## src/rtl/wps_recv.sv

```systemverilog
// Video capture front end: drops the offset lines, trims each line to LINE_PIXELS
// and streams pixels into a pingpong buffer for a programmed number of frames.
module wps_recv #(
  parameter int unsigned LINE_PIXELS = 80,
  parameter int unsigned FRAME_LINES = 1081,
  parameter int unsigned SKIP_LINES  = 1
) (
  input  logic        clk,
  input  logic        rst_n,
  input  logic        start,
  input  logic [31:0] to_recv_frame_num_in,
  input  logic        h_sync_in,
  input  logic        v_sync_in,
  input  logic        de_in,
  input  logic [23:0] pix_data_in,
  input  logic        pingpong_ready_in,
  output logic        pp_wr_en,
  output logic [23:0] pp_wr_data,
  output logic        frame_done,
  output logic        busy,
  output logic        overflow_err,
  output logic        short_frame_err,
  output logic [31:0] frame_cnt_out
);

  localparam int unsigned PIX_W  = 24;
  localparam int unsigned CNT_W  = 32;
  localparam int unsigned LINE_W = 11;
  localparam int unsigned PCNT_W = 12;

  typedef enum logic [1:0] {
    S_IDLE,
    S_WAIT_VSYNC,
    S_CAPTURE,
    S_DONE
  } state_t;

  state_t             state, state_d;
  logic               h_sync_r, v_sync_r, de_r;
  logic               h_sync_q, v_sync_q, de_q;
  logic [PIX_W-1:0]   pix_data_r;
  logic [CNT_W-1:0]   target, target_d;
  logic [CNT_W-1:0]   frame_cnt_d, frame_cnt_inc;
  logic [LINE_W-1:0]  line_cnt, line_cnt_d, line_cur;
  logic [PCNT_W-1:0]  pix_cnt, pix_cnt_d, pix_cnt_inc;
  logic               wr_en_d, frame_done_d, overflow_d, short_d;
  logic [PIX_W-1:0]   wr_data_d;
  logic               v_rise, de_rise, de_fall, pix_ok;
  logic               unused_h_sync;

  assign v_rise  = v_sync_r & ~v_sync_q;
  assign de_rise = de_r & ~de_q;
  assign de_fall = ~de_r & de_q;
  assign unused_h_sync = h_sync_r ^ h_sync_q;

  // Line number of the pixel now in the input stage (counter lags a line start by one cycle)
  assign line_cur      = de_rise ? line_cnt + LINE_W'(1) : line_cnt;
  assign pix_ok        = de_r && (line_cur > LINE_W'(SKIP_LINES)) && (pix_cnt < PCNT_W'(LINE_PIXELS));
  assign pix_cnt_inc   = (pix_cnt == '1) ? pix_cnt : pix_cnt + PCNT_W'(1);
  assign frame_cnt_inc = (frame_cnt_out == '1) ? frame_cnt_out : frame_cnt_out + CNT_W'(1);

  // Next-state and next-output logic
  always_comb begin
    state_d      = state;
    target_d     = target;
    frame_cnt_d  = frame_cnt_out;
    line_cnt_d   = line_cnt;
    pix_cnt_d    = pix_cnt;
    wr_en_d      = 1'b0;
    wr_data_d    = '0;
    frame_done_d = 1'b0;
    overflow_d   = overflow_err;
    short_d      = short_frame_err;
    case (state)
      S_IDLE: begin
        if (start && (to_recv_frame_num_in != '0)) begin
          state_d     = S_WAIT_VSYNC;
          target_d    = to_recv_frame_num_in;
          frame_cnt_d = '0;
          overflow_d  = 1'b0;
          short_d     = 1'b0;
        end
      end
      S_WAIT_VSYNC: begin
        if (v_rise) begin
          state_d    = S_CAPTURE;
          line_cnt_d = '0;
          pix_cnt_d  = '0;
        end
      end
      S_CAPTURE: begin
        if (v_rise && (line_cnt < LINE_W'(FRAME_LINES))) begin
          // Early vsync: abandon the partial frame and start over
          short_d    = 1'b1;
          line_cnt_d = '0;
          pix_cnt_d  = '0;
        end else begin
          line_cnt_d = line_cur;
          pix_cnt_d  = de_r ? pix_cnt_inc : '0;
          if (pix_ok) begin
            if (pingpong_ready_in) begin
              wr_en_d   = 1'b1;
              wr_data_d = pix_data_r;
            end else begin
              overflow_d = 1'b1;
            end
          end
          if (de_fall && (line_cnt == LINE_W'(FRAME_LINES))) begin
            frame_done_d = 1'b1;
            frame_cnt_d  = frame_cnt_inc;
            state_d      = (frame_cnt_inc == target) ? S_DONE : S_WAIT_VSYNC;
          end
        end
      end
      S_DONE:  state_d = S_IDLE;
      default: state_d = S_IDLE;
    endcase
  end

  // Input stage, edge history, FSM state and registered outputs
  always_ff @(posedge clk) begin
    if (!rst_n) begin
      h_sync_r        <= 1'b0;
      v_sync_r        <= 1'b0;
      de_r            <= 1'b0;
      pix_data_r      <= '0;
      h_sync_q        <= 1'b0;
      v_sync_q        <= 1'b0;
      de_q            <= 1'b0;
      state           <= S_IDLE;
      target          <= '0;
      line_cnt        <= '0;
      pix_cnt         <= '0;
      pp_wr_en        <= 1'b0;
      pp_wr_data      <= '0;
      frame_done      <= 1'b0;
      busy            <= 1'b0;
      overflow_err    <= 1'b0;
      short_frame_err <= 1'b0;
      frame_cnt_out   <= '0;
    end else begin
      h_sync_r        <= h_sync_in;
      v_sync_r        <= v_sync_in;
      de_r            <= de_in;
      pix_data_r      <= pix_data_in;
      h_sync_q        <= h_sync_r;
      v_sync_q        <= v_sync_r;
      de_q            <= de_r;
      state           <= state_d;
      target          <= target_d;
      line_cnt        <= line_cnt_d;
      pix_cnt         <= pix_cnt_d;
      pp_wr_en        <= wr_en_d;
      pp_wr_data      <= wr_data_d;
      frame_done      <= frame_done_d;
      busy            <= (state != S_IDLE);
      overflow_err    <= overflow_d;
      short_frame_err <= short_d;
      frame_cnt_out   <= frame_cnt_d;
    end
  end

endmodule

```

## config.mk

```make
export PLATFORM = sky130hd
export DESIGN_NAME = wps_recv
export DESIGN_NICKNAME = d
export VERILOG_FILES = /design/src/rtl/wps_recv.sv
export SDC_FILE = /design/constraint.sdc
export NUM_CORES = 1
export LEC_CHECK = 0
export ABC_AREA = 1
export BUFFER_PORTS_ARGS = -buffer_cell sky130_fd_sc_hd__buf_2
export CORE_ASPECT_RATIO = 0.75
export CORE_UTILIZATION = 51
export CTS_CLUSTER_SIZE = 8
export DETAILED_ROUTE_END_ITERATION = 12
export GPL_TIMING_DRIVEN = 0
export PLACE_DENSITY = 0.8
export SYNTH_ARGS = -nofsm -noshare
export SYNTH_HDL_FRONTEND = slang
export SYNTH_SLANG_ARGS = --single-unit
```

## constraint.sdc

```tcl
create_clock -name clk -period 2 [get_ports clk]
set_input_delay 0.4 -clock clk [delete_from_list [all_inputs] [get_ports clk]]
set_output_delay 0.4 -clock clk [all_outputs]
set_load 0.03 [all_outputs]
```

Word-level counts from Yosys, hierarchy flattened
Index checks and enable logic that the tools add are counted.
{"block": "classes", "add_sub_neg": 3, "order_cmp": 3, "eq_ne": 15, "n_mux": 29, "bitwise_logic": 10, "reduce_logical": 20}
{"op": "32-bit 2-to-1 mux", "n": 4}
{"op": "32-bit one-hot mux with 2 select lines", "n": 1}
{"op": "12-bit 2-to-1 mux", "n": 4}
{"op": "11-bit 2-to-1 mux", "n": 3}
{"op": "32-bit by 1-bit adder with 32-bit output, second input constant", "n": 1}
{"op": "32-bit == test", "n": 1}
{"op": "32-bit == test, second input constant", "n": 1}
{"op": "32-bit nonzero test", "n": 1}
{"op": "12-bit one-hot mux with 2 select lines", "n": 1}
{"op": "11-bit one-hot mux with 2 select lines", "n": 1}
{"op": "2-bit != test, second input constant", "n": 7}
{"op": "12-bit by 1-bit adder with 12-bit output, second input constant", "n": 1}
{"op": "12-bit == test, second input constant", "n": 1}
{"op": "12-bit by 7-bit < comparator with 1-bit output, second input constant", "n": 1}
{"op": "11-bit by 1-bit adder with 11-bit output, second input constant", "n": 1}
{"op": "11-bit == test, second input constant", "n": 1}
{"op": "11-bit by 1-bit greater-than comparator with 1-bit output, second input constant", "n": 1}
{"op": "11-bit < comparator, second input constant", "n": 1}
{"op": "2-bit 2-to-1 mux", "n": 5}
{"op": "2-bit one-hot mux with 4 select lines", "n": 1}
{"op": "4-bit AND reduction", "n": 2}
{"op": "1-bit 2-to-1 mux", "n": 7}
{"op": "1-bit NOT", "n": 7}
{"op": "3-bit AND reduction", "n": 2}
{"op": "other kinds (13)", "n": 24}
{"block": "word_totals", "register_bits": 146, "in_bits": 63, "output_inout_bits": 61, "word_cells": 96}

Depth between registers and ports, before layout
{"block": "logic_depth", "word_depth": 9, "ltp_mapped": 18, "mapped_depth_nobuf": 18}

Least setup slack after synthesis
Ideal clock, no wire load.
{"block": "synth_path", "path_kind": "register to register", "start": "reg frame_cnt_out[0]", "end": "reg state[1]", "arrival_ns": 2.292, "required_ns": 1.936, "path_slack_ns": -0.356, "stages_incl_launch_ff": 18, "n_path_buf": 2, "period_less_slack_ns": 2.356, "path_cell_list": "dfxtp_1 > ha_1 > inv_2 > nor2_4 > nand2_4 > nor2_8 > nand2_2 > buf_6 > buf_6 > nand3_1 > nand2_1 > a21oi_2 > nand3_1 > nor2_1 > nand2_1 > nor2_1 > nor2_1 > nor2_1"}
{"block": "synth_between", "elab_chain_len": 7, "elab_cells_between_ends": 8, "classes_between": "add/sub: 1; eq/ne: 2; mux: 5"}
{"element": "start: declaration", "line_no": "23", "text": "output logic [31:0] frame_cnt_out"}
{"element": "start signal: assignment", "line_no": "159", "text": "frame_cnt_out <= frame_cnt_d;"}
{"element": "32-bit by 1-bit adder with 32-bit output or 32-bit == test (tied branches)", "line_no": "60", "text": "assign frame_cnt_inc = (frame_cnt_out == '1) ? frame_cnt_out : frame_cnt_out + CNT_W'(1);"}
{"element": "32-bit 2-to-1 mux (*)", "line_no": "60"}
{"element": "32-bit == test (*)", "line_no": "111", "text": "state_d = (frame_cnt_inc == target) ? S_DONE : S_WAIT_VSYNC;"}
{"element": "2-bit 2-to-1 mux (*)", "line_no": "111"}
{"element": "2-bit 2-to-1 mux (*)", "line_no": "108", "text": "if (de_fall && (line_cnt == LINE_W'(FRAME_LINES))) begin"}
{"element": "2-bit 2-to-1 mux (*)", "line_no": "92", "text": "if (v_rise && (line_cnt < LINE_W'(FRAME_LINES))) begin"}
{"element": "2-bit one-hot mux with 4 select lines (*)", "line_no": "74", "text": "case (state)"}
{"element": "end signal: assignment", "line_no": "149", "text": "state <= state_d;"}
{"element": "end: declaration", "line_no": "38", "text": "state_t state, state_d;"}
Every way passes the cells marked *; elsewhere a longest branch is shown, timed or not. The select of a mux whose other input is x is not followed.
A chain may end at the register's enable or synchronous reset.

Worst setup path after layout
Ends and elaborated chain as after synthesis.

==> results.json <==
{
  "met2WireLength_mm": 11.4,
  "synth_top_cell_by_area": "dfxtp_1",
  "gp_congestion": 0.968,
  "status": "complete, but fails checks",
  "cp-end-kind": "register",
  "layout_setup_ws_ns": -0.406,
  "synth_area_leaders": "dfxtp_1, nand2_1, inv_1",
  "worstPathCellList": "buf_4, nand3_1, nor2_4, nand3_1, xor2_1, nand3_1, nand2_1, nand4_1, nor2_2, nand2_1, nor2_1, nor2_1, nor2_1",
  "syn_area_um2": 7290,
  "fin_skew_ns": 0.0179,
  "drive_gt1_share_pct": 35.6,
  "syn_inst": 1122,
  "failed_checks": "negative setup slack",
  "cp_max_fo": 8,
  "final.fill_count": 981,
  "synth_area_per_cell_um2": 6.50,
  "clk_pin_slew_ns": 0.07,
  "yosysWarnings": 0,
  "hold_path_depth": 3,
  "holdPathEnd": "pix_data_r[16]",
  "wl_mm": 26.0,
  "cpPeakStageDelay_ns": 0.36,
  "ctsLongestPathBuffers": 2,
  "period_share_pct": 120,
  "ant_nets": 0,
  "port-buffer-count": 122,
  "max_slew_margin_pct": 40.5,
  "fin_tns_setup_ns": -2.26,
  "dp.cells": 1419,
  "drt_iter0_drc": 1007,
  "hold_start": "pix_data_in[16]",
  "rsz0062_at_grt": "yes",
  "hold_class": "in2reg",
  "cp.depth": 13,
  "dpl_worst_slack_ns": -0.491,
  "regToRegSetupSlack_ns": -0.41,
  "r2r_end": "state[1]",
  "ys_ff_latch": 146,
  "drv_cap": 0,
  "grt_use_total_pct": 32.6,
  "core_um2": 13800,
  "die_w_um": 140,
  "dr.pass1.iters": 6,
  "fin_total_pwr_uw": 9720,
  "row_count": 37,
  "start_util_pct": 52.7,
  "final_cell_mix": "nand2_1, inv_1, buf_2, dfxtp_1, nor2_1",
  "ir_drop_mv": 0.864,
  "synthArstFlopShare_pct": 0,
  "yosys.area.top_type_share_pct": 40.1,
  "cts_sinks": 146,
  "ys_seq_area_share_pct": 40.1,
  "met1_length_mm": 10.4,
  "met3_length_mm": 3.40,
  "synth_flop_cell": "dfxtp_1",
  "dp_hpwl_mm": 16.3,
  "area_delta_synth_final_pct": 42.5,
  "setup-violations-final": 52,
  "final_common_cell": "nand2_1",
  "critPathBufInv": 1,
  "power_density_nw_per_um2": 936,
  "route.vias.total": 8584,
  "r2r_cells": 13,
  "drc": 0,
  "ys_types": 38,
  "highest_layer": "met4",
  "worstSkewPairLatency_ns": 0.44,
  "layout.nets": 1399,
  "diodes": 0,
  "ios": 124,
  "setup.worst_path.class": "reg2reg",
  "finalInstanceArea_um2": 10400,
  "drv_slew": 0,
  "hold_viol": 0,
  "synthesis.nets": 1192,
  "wl_per_cell_um": 17.2,
  "dieArea_um2": 14800,
  "cts_buffers": 17,
  "period_minus_slack_ns": 2.41,
  "finalNonFillerCells": 1517,
  "max_freq_mhz": 416,
  "crit_slowest_cell": "dfxtp_4",
  "arrival_ns": 2.77,
  "crit_family": "simple AND/OR/NAND/NOR gates",
  "root_buffer": "clkbuf_16",
  "grt_pass1_wl_mm": 37.4,
  "leakage_uw": 0.00469,
  "cp.required_ns": 2.37,
  "overflow": 0,
  "antenna_found_initial": 0,
  "worst_pin_slew_ns": 0.892,
  "cts_tree": "yes",
  "reg2reg_from": "frame_cnt_out[0]",
  "drt-vias-per-instance": 5.66,
  "grt_max_degree": 19,
  "die_h_um": 106,
  "crit_path_start_kind": "register",
  "h-tree-depth": 4,
  "synth_edf_count": 0,
  "first_global_vias": 7404,
  "dpl_cell_area_um2": 8170
}
timing repair:
item | 4_1_cts | 5_1_grt
pin swaps | 32 | 54
gates cloned | 6 | 4
resized for setup | 122 | 204
setup buffers | 36 | 21
setup endpoints to repair | 86 | 111
hold buffers | 0 | 0
tightest hold or removal path, cell delays in order:
cell and delay, ns:
buf_2 0.07, nand2_1 0.04, inv_1 0.04
per-layer routing:
metal  GRT usage (%)  up-vias
met3            8.41       97
met4            9.81        0
met1            46.3     3924
met2            48.0      606
met5               0        -
li1                -     3957
cells by family after synthesis:
| kind of cell | synth area share, % |
|---|---|
| XOR/XNOR | 2.88 |
| adder cells (fa/ha/maj) | 1.20 |
| AND/OR/NAND/NOR | 35.0 |
| buffers and inverters | 10.3 |
| flip-flops | 40.1 |
| AO/OA/AOI/OAI | 10.6 |
synthesized netlist by cell type (3+ instances only):
cell	instances
a21oi_1	88
a22oi_1	3
buf_2	8
clkbuf_1	23
dfxtp_1	146
ha_1	7
inv_1	155
nand2_1	329
nand2_2	4
nand3_1	88
nand4_1	11
nor2_1	137
nor2_2	3
nor2_4	4
nor3_1	14
nor4_1	9
o21ai_0	42
o21ai_1	4
o21bai_1	3
xnor2_1	7
xor2_1	17
per-stage QoR:
step,utilization [%],hold slack [ns]
3_5_place_dp,59.0,0.397
6_report,75.0,0.148
2_1_floorplan,-,0.394
3_3_place_gp,59.0,0.395
5_1_grt,75.0,0.153
4_1_cts,68.5,0.149
flip-flops by register name, indices dropped and copies added (netlist names):
name / count
pix_cnt: 12
v_sync_r: 1
de_q: 1
target: 32
pix_data_r: 24
overflow_err: 1
pp_wr_data: 24
v_sync_q: 1
state: 2
frame_done: 1
de_r: 1
frame_cnt_out: 32
pp_wr_en: 1
busy: 1
line_cnt: 11
short_frame_err: 1
cell type report:
class | count | area (um^2) | area share, %
clock inverters | 15 | 189 | 1.82
well taps | 175 | 219 | 2.11
flip-flops and latches | 146 | 3020 | 29.1
inverters | 157 | 599 | 5.77
clock buffers | 17 | 425 | 4.10
plain buffers | 34 | 263 | 2.53
multi-input cells | 784 | 4400 | 42.3
repair buffers | 189 | 1270 | 12.2
power by group:
group          total [uW]  leakage [uW]  internal [uW]  switching, uW
Sequential           3280       0.00122           3130            150
Clock                3270      0.000292           1700           1570
Combinational        3170       0.00318           1250           1910
worst max-delay path by stage:
stage | endpoint | from
after floorplan | state[1] | frame_cnt_out[26]
after global placement | state[1] | frame_cnt_out[0]
after detailed placement | state[1] | frame_cnt_out[0]
after CTS | state[1] | frame_cnt_out[0]
after global routing | state[1] | frame_cnt_out[0]
final | state[1] | frame_cnt_out[0]
Power figures use the tool's default switching activity.
